[config.mk]
export PLATFORM = sky130hd
export DESIGN_NAME = sensor_frame_uart_tx
export DESIGN_NICKNAME = d
export VERILOG_FILES = /design/src/rtl/sensor_frame_uart_tx.sv
export SDC_FILE = /design/constraint.sdc
export NUM_CORES = 1
export LEC_CHECK = 0
export ABC_AREA = 1
export CORE_MARGIN = 10
export CORE_UTILIZATION = 60
export DETAILED_ROUTE_END_ITERATION = 8
export DONT_BUFFER_PORTS = 1
export PLACE_DENSITY = 0.85
export SETUP_SLACK_MARGIN = 0.5
export SYNTH_ARGS = -nofsm -noshare
export SYNTH_HDL_FRONTEND = slang
export SYNTH_SLANG_ARGS = --single-unit
export TNS_END_PERCENT = 100
[constraint.sdc]
create_clock -name clk -period 2.7 [get_ports clk]
set_clock_uncertainty 0.05 [all_clocks]
set_input_delay 0.54 -clock clk [delete_from_list [all_inputs] [get_ports clk]]
set_output_delay 0.54 -clock clk [all_outputs]
set_load 0.01 [all_outputs]
[src/rtl/sensor_frame_uart_tx.sv]
// sensor_frame_uart_tx: periodic ADC snapshot sent over UART as ID/data bytes plus optional XOR checksum
module sensor_frame_uart_tx #(
    parameter int         NUM_CH        = 2,
    parameter int         ADC_W         = 8,
    parameter int         CLKS_PER_BIT  = 5208,
    parameter int         SAMPLE_PERIOD = 5_000_000,
    parameter int         PARITY        = 0,
    parameter int         STOP_BITS     = 1,
    parameter logic [3:0] SYNC_NIBBLE   = 4'hA,
    parameter bit         CHECKSUM_EN   = 1
) (
    input  logic                    clk,
    input  logic                    rst,
    input  logic [NUM_CH*ADC_W-1:0] adc_in,
    input  logic [NUM_CH-1:0]       chan_en,
    output logic                    txd,
    output logic                    busy,
    output logic                    frame_done,
    output logic                    overrun
);
    localparam int TW = $clog2(SAMPLE_PERIOD);
    localparam int BW = $clog2(CLKS_PER_BIT);

    typedef enum logic [2:0] {F_IDLE, F_ID, F_DH, F_DL, F_CSUM} f_t;
    typedef enum logic [2:0] {B_IDLE, B_START, B_DATA, B_PAR, B_STOP} b_t;

    f_t fs, fs_nxt;
    b_t bs, bs_nxt;
    logic [TW-1:0] tcnt;
    logic [BW-1:0] bcnt;
    logic [2:0] bidx;
    logic [NUM_CH*ADC_W-1:0] sh_adc;
    logic [NUM_CH-1:0] sh_en;
    logic [3:0] ch, nxt_ch, first_ch;
    logic has_nxt;
    logic [7:0] csum, tx_byte;
    logic [15:0] sample;
    logic tick, start, bit_end, byte_end;

    assign tick     = tcnt == TW'(SAMPLE_PERIOD - 1);
    assign start    = tick && !busy && |chan_en;
    assign bit_end  = bcnt == BW'(CLKS_PER_BIT - 1);
    assign byte_end = bs == B_STOP && bit_end && bidx == 3'(STOP_BITS - 1);

    // Descending scan leaves the lowest matching index as the winner.
    always_comb begin
        nxt_ch   = '0;
        has_nxt  = 1'b0;
        first_ch = '0;
        sample   = '0;
        for (int i = NUM_CH - 1; i >= 0; i--) begin
            if (sh_en[i] && 4'(i) > ch) begin
                nxt_ch  = 4'(i);
                has_nxt = 1'b1;
            end
            if (chan_en[i]) first_ch = 4'(i);
            if (4'(i) == ch) sample = 16'(sh_adc[i*ADC_W +: ADC_W]);
        end
        tx_byte = fs == F_ID ? {SYNC_NIBBLE, ch} :
                  fs == F_DH ? sample[15:8] :
                  fs == F_DL ? sample[7:0] : csum;
    end

    always_ff @(posedge clk or negedge rst) begin
        if (!rst) begin
            fs     <= F_IDLE;
            bs     <= B_IDLE;
            tcnt   <= '0;
            bcnt   <= '0;
            bidx   <= '0;
            sh_adc <= '0;
            sh_en  <= '0;
            ch     <= '0;
            csum   <= '0;
        end else begin
            fs   <= fs_nxt;
            bs   <= bs_nxt;
            tcnt <= tick ? '0 : tcnt + 1'b1;
            bcnt <= (bit_end || bs == B_IDLE) ? '0 : bcnt + 1'b1;
            if (bit_end) bidx <= bs_nxt == bs ? bidx + 1'b1 : '0;
            if (start) begin
                sh_adc <= adc_in;
                sh_en  <= chan_en;
                ch     <= first_ch;
                csum   <= '0;
            end else if (byte_end) begin
                csum <= csum ^ tx_byte;
                if (fs == F_DL && has_nxt) ch <= nxt_ch;
            end
        end
    end

    // A finished byte hands straight to the next start bit unless the frame is over.
    always_comb begin
        fs_nxt = fs;
        bs_nxt = bs;
        if (start) begin
            fs_nxt = F_ID;
            bs_nxt = B_START;
        end else if (byte_end) begin
            fs_nxt = fs == F_ID ? (ADC_W > 8 ? F_DH : F_DL) :
                     fs == F_DH ? F_DL :
                     fs == F_DL && has_nxt ? F_ID :
                     fs == F_DL && CHECKSUM_EN ? F_CSUM : F_IDLE;
            bs_nxt = fs_nxt == F_IDLE ? B_IDLE : B_START;
        end else if (bit_end) begin
            bs_nxt = bs == B_START ? B_DATA :
                     bs == B_DATA && bidx == 3'd7 ? (PARITY != 0 ? B_PAR : B_STOP) :
                     bs == B_PAR ? B_STOP : bs;
        end
    end

    always_comb begin
        txd        = bs == B_START ? 1'b0 :
                     bs == B_DATA ? tx_byte[bidx] :
                     bs == B_PAR ? (^tx_byte) ^ (PARITY == 2) : 1'b1;
        busy       = fs != F_IDLE;
        frame_done = byte_end && fs_nxt == F_IDLE;
        overrun    = tick && busy;
    end
endmodule
# Word-level counts from Yosys, hierarchy flattened
# Cells that the tools add are included.
# word_totals
regBits	75
input_bits	20
output_inout_bits	4
wordCells	88
# op_classes
addsub	3
n_lt_le_gt_ge	3
eq_ne	12
mux	37
n_bitwise	1
n_reduce_logical	23
# op_table
op	count
8-bit 2-to-1 mux	6
3-bit 2-to-1 mux	13
23-bit by 1-bit adder with 23-bit output, second input constant	1
23-bit == test, second input constant	1
23-bit 2-to-1 mux	1
16-bit 2-to-1 mux	1
13-bit by 1-bit adder with 13-bit output, second input constant	1
13-bit == test, second input constant	1
13-bit 2-to-1 mux	1
3-bit by 2-bit == test with 1-bit output, second input constant	4
3-bit logical NOT	4
4-bit 2-to-1 mux	3
1-bit 2-to-1 mux	11
1-bit logical AND	10
1-bit by 4-bit > comparator with 1-bit output, first input constant	2
8-bit XOR reduction	1
8-bit bitwise XOR	1
3-bit by 1-bit == test with 1-bit output, second input constant	2
3-bit == test, second input constant	2
1-bit by 4-bit == test with 1-bit output, first input constant	1
4-bit logical NOT	1
3-bit by 4-bit less-than comparator with 1-bit output, second input constant	1
2-bit nonzero test	2
3-bit by 1-bit adder with 3-bit output, second input constant	1
other kinds (7)	7

# Longest topological paths before layout
# depth
ltp_word	14
ltp_mapped	15
depth_no_buf	15

# Worst setup path after synthesis
# OpenSTA, ideal clock, no wires.
# synth_path
path_type	register -> output
from	register bcnt[0]
to	output frame_done
t_arrival_ps	1671
t_required_ps	2110
slack_ps	439
stages_incl_launch_ff	12
n_path_buf	0
cell_sequence	dfrtp_1 -> ha_1 -> nand2_1 -> inv_2 -> nand3_1 -> nor2_1 -> nand2_2 -> inv_2 -> nand2_1 -> inv_1 -> o21ai_0 -> nor3_1
# synth_via
elab_chain_cells	7
# synth_lines
element	line_no	text
start: declaration	30	logic [BW-1:0] bcnt;
start signal: assignment	79	bcnt <= (bit_end || bs == B_IDLE) ? '0 : bcnt + 1'b1;
13-bit == test (*)	42	assign bit_end = bcnt == BW'(CLKS_PER_BIT - 1);
1-bit logical AND (*) (2 in series)	43	assign byte_end = bs == B_STOP && bit_end && bidx == 3'(STOP_BITS - 1);
3-bit 2-to-1 mux	100	end else if (byte_end) begin
3-bit 2-to-1 mux	97	if (start) begin
3-bit logical NOT	118	frame_done = byte_end && fs_nxt == F_IDLE;
1-bit logical AND (*)	118	
end: declaration	18	output logic frame_done,
# Every way passes the cells marked *; elsewhere a longest branch is shown, timed or not.

# Worst setup path in the final report
# layout_path
from	register fs[0]
to	output txd
# layout_via
elab_chain_cells	8
elab_cells_between_ends	12
classes_between	eq/ne: 3; mux: 8; reduce/logical: 1
# layout_lines
element	line_no	text
start: declaration	27	f_t fs, fs_nxt;
start signal: assignment	76	fs <= fs_nxt;
3-bit by 2-bit == test with 1-bit output	61	fs == F_DL ? sample[7:0] : csum;
8-bit 2-to-1 mux	61	
8-bit 2-to-1 mux	60	fs == F_DH ? sample[15:8] :
8-bit 2-to-1 mux (*)	59	tx_byte = fs == F_ID ? {SYNC_NIBBLE, ch} :
1-bit binary-select mux with 3-bit select or 8-bit XOR reduction (tied branches)	115, 116	
1-bit 2-to-1 mux, on equally long branches	115, 116	
1-bit 2-to-1 mux (*)	115	bs == B_DATA ? tx_byte[bidx] :
1-bit 2-to-1 mux (*)	114	txd = bs == B_START ? 1'b0 :
end: declaration	16	output logic txd,
# Every way passes the cells marked *; elsewhere a longest branch is shown, timed or not. The select of a mux whose other input is x is not followed.

==> flow_summary_export.csv <==
group,metric,value,unit
yosys,synth-warning-count,0,
global_routing,grt_overflow,0,
global_routing,track_usage,22.8,%
floorplanning,fp.dieW,104,µm
yosys,async_flop_share,100,%
yosys,synth_area_per_cell,7.82,µm²
clocking,insertion_delay,0.37,ns
critical_path,cp_data_arrival_time,2.22,ns
critical_path,required,2.11,ns
flow_run,maxCapViolCount,0,
floorplanning,io_pins,24,
cells_and_area,multi_input_area,0.00242,mm²
cells_and_area,seqCellArea,0.00178,mm²
critical_path,criticalPathCategory,"reg -> out",
yosys,synth_top_cell_by_area,"dfrtp_1",
global_routing,grt_max_degree,72,
yosys,synth.net_count,567,
place,gp_congestion,0.922,
drt,wl_met3,1.73,mm
clocking,cts.path.max_buffers,2,
cells_and_area,layout.nets,621,
place,pre_cts_slack,0.231,ns
drt,postRouteAntennaNets,0,
critical_path,cp_max_fo,6,
cells_and_area,syn_to_final_growth,24.9,%
yosys,netlist-cell-type-count,40,
sta,layout_min_cycle_time,2.81,ns
critical_path,rr_worst_depth,17,
floorplanning,dieArea,0.0108,mm²
clocking,numCtsBuffers,9,
cells_and_area,drive_gt1_share,30.6,%
cells_and_area,num-fill-cells,428,
global_routing,grt_pass1_wl,20.4,mm
sta,drv_slew,0,
place,place_hpwl,7.09,mm
power,cellPowerDensity,411,mW/mm²
drt,drt_iter0_markers,630,
yosys,ys_seq_elements,71,
floorplanning,fp.coreArea,0.00683,mm²
sta,hold_ws,-0.192,ns
drt,dr.pass1.iters,7,
drt,finalWirelength,14.3,mm
critical_path,r2r-start,"fs[0]",
floorplanning,die_h,104,µm
yosys,seq_area_frac_synth,41.9,%
yosys,synth_edf_count,0,
critical_path,rrSetupSlack,0.02,ns
yosys,synth_most_common_cell,"nand2_1",
critical_path,reg2reg_to,"csum[1]",
sta,worst_pin_slew,0.456,ns
global_routing,antenna_found_initial,0,
global_routing,grt_pass1_vias,4124,
sta,fmax,355,MHz
clocking,root_buffer,"clkbuf_8",
sta,setup_viol,2,
sta,fin_crit_sh,104,%
floorplanning,num_rows,30,
drt,wl_met1,4.85,mm
drt,routedWlPerCell,20.5,µm
clocking,htreeDepth,3,
place,io_buffers,0,
drt,drt-vias-per-instance,6.47,
yosys,synthTopCellsByCount,"nand2_1 (114), inv_1 (80), dfrtp_1 (71), nor2_1 (58), nand3_1 (50)",
sta,layout_setup_ws,-0.113,ns
power,vdd_drop_max,385,µV
clocking,tritoncts,"yes",
worst_hold_path,min_path_type,"in -> async",
clocking,clock-sinks,71,
floorplanning,start_util,62.1,%
drt,top_layer,"met4",
yosys,mappedNetlistArea,0.00424,mm²
power,leakagePower,2.80,nW
cells_and_area,stdcell_area,0.00529,mm²
critical_path,critical_path.startpoint_type,"register",
cells_and_area,diodes,0,
critical_path,worst_setup_path_end_kind,"output pin",
yosys,synth.area.top_cells,"dfrtp_1 (42%), nand2_1 (10%), inv_1 (7.1%), nand3_1 (5.9%), nor2_1 (5.1%)",
drt,met2RoutedLength,6.56,mm
drt,via_count,4511,
drt,drc,0,
yosys,ys.flop_type,"dfrtp_1",
sta,slew_headroom,69.3,%
sta,hold_viol,71,
run_status,violations,"negative hold slack, negative setup slack",
yosys,yosysTopAreaCellShare,41.9,%
clocking,clk_pin_slew,0.09,ns
run_status,status,"finished, violations left",
sta,rsz0062_at_grt,"true",
place,placed_cell_area,0.00435,mm²
yosys,syn_inst,542,
## cells by family after synthesis
| logic type | Yosys count | share of synthesized area, % |
|---|---|---|
| adder cells (fa/ha/maj) | 5 | 1.48 |
| XOR/XNOR | 7 | 1.45 |
| AO/OA/AOI/OAI | 47 | 6.32 |
| buffers and inverters | 94 | 8.91 |
| flip-flops | 71 | 41.9 |
| multiplexers | 15 | 5.05 |
| AND/OR/NAND/NOR | 303 | 34.9 |
## repair_timing
| item | 4_1_cts | 5_1_grt |
|---|---|---|
| hold endpoints to repair | 71 | 71 |
| gates resized for setup | 61 | 42 |
| endpoints found under the setup margin | 3 | 24 |
| setup buffers | 36 | 9 |
| pin swaps | 26 | 26 |
## metal layers
| layer | up-vias | GRT usage, % |
|---|---|---|
| li1 | 1875 | - |
| met1 | 2078 | 26.4 |
| met2 | 414 | 37.7 |
| met3 | 144 | 6.26 |
| met4 | 0 | 11.4 |
| met5 | - | 0 |
## state kept, by name, summed over array words and instances (netlist names)
register	cells
bcnt	13
bs	3
sh_adc	16
csum	8
ch	1
fs	3
tcnt	23
sh_en	1
bidx	3
## stage by stage
stage | util (%) | TNS (ns) | total power [W] | cells
floorplan | - | 0 | 0.00109 | 542
CTS | 74.2 | 0 | 0.00215 | 688
global route | 77.5 | -0.404 | 0.00222 | 697
global placement | 63.6 | 0 | 0.00109 | 636
finish | 77.5 | -0.140 | 0.00218 | 697
detailed placement | 63.6 | 0 | 0.00109 | 636
## layout make-up
| class | count | area share [%] |
|---|---|---|
| multi-input cells | 377 | 45.7 |
| flip-flops and latches | 71 | 33.6 |
| repair buffers | 49 | 7.23 |
| inverters | 88 | 6.41 |
| clock buffers | 10 | 2.60 |
| well taps | 96 | 2.27 |
| clock inverters | 6 | 2.20 |
## worst max-delay path by stage
stage,start,to,depth (start not counted)
global placement,fs[2],txd,13
floorplan,bcnt[0],frame_done,12
finish,fs[0],txd,14
detailed placement,fs[2],txd,13
CTS,fs[0],txd,12
global route,fs[0],txd,14
## cells in the final DEF (no fill, tap or decap), types with 20 or more instances in the layout
master	instances
nor2_1	40
buf_4	46
nand2_1	95
a21oi_1	20
nand3_1	42
nand2_2	23
dfrtp_1	68
nor3_1	20
inv_1	74
## worst max-delay path, cell delays in order, from the launching register on
cell and delay, ns:
dfrtp_2 0.51, inv_4 0.09, nand3_4 0.12, nand2_4 0.11, nor2_2 0.17, nand2_1 0.13
inv_1 0.14, nand2_2 0.09, nand2_1 0.08, nand2_1 0.06, nand2_2 0.08, nand2_1 0.05
nand2_1 0.06, nor2_2 0.05, nor2_4 0.11
## where the power goes
part	internal [W]	total [W]	switching [W]
combinational	0.00000101	0.00000375	0.00000274
sequential	0.00106	0.00106	0
clock	0.000646	0.00111	0.000463
Power figures use the tool's default switching activity.
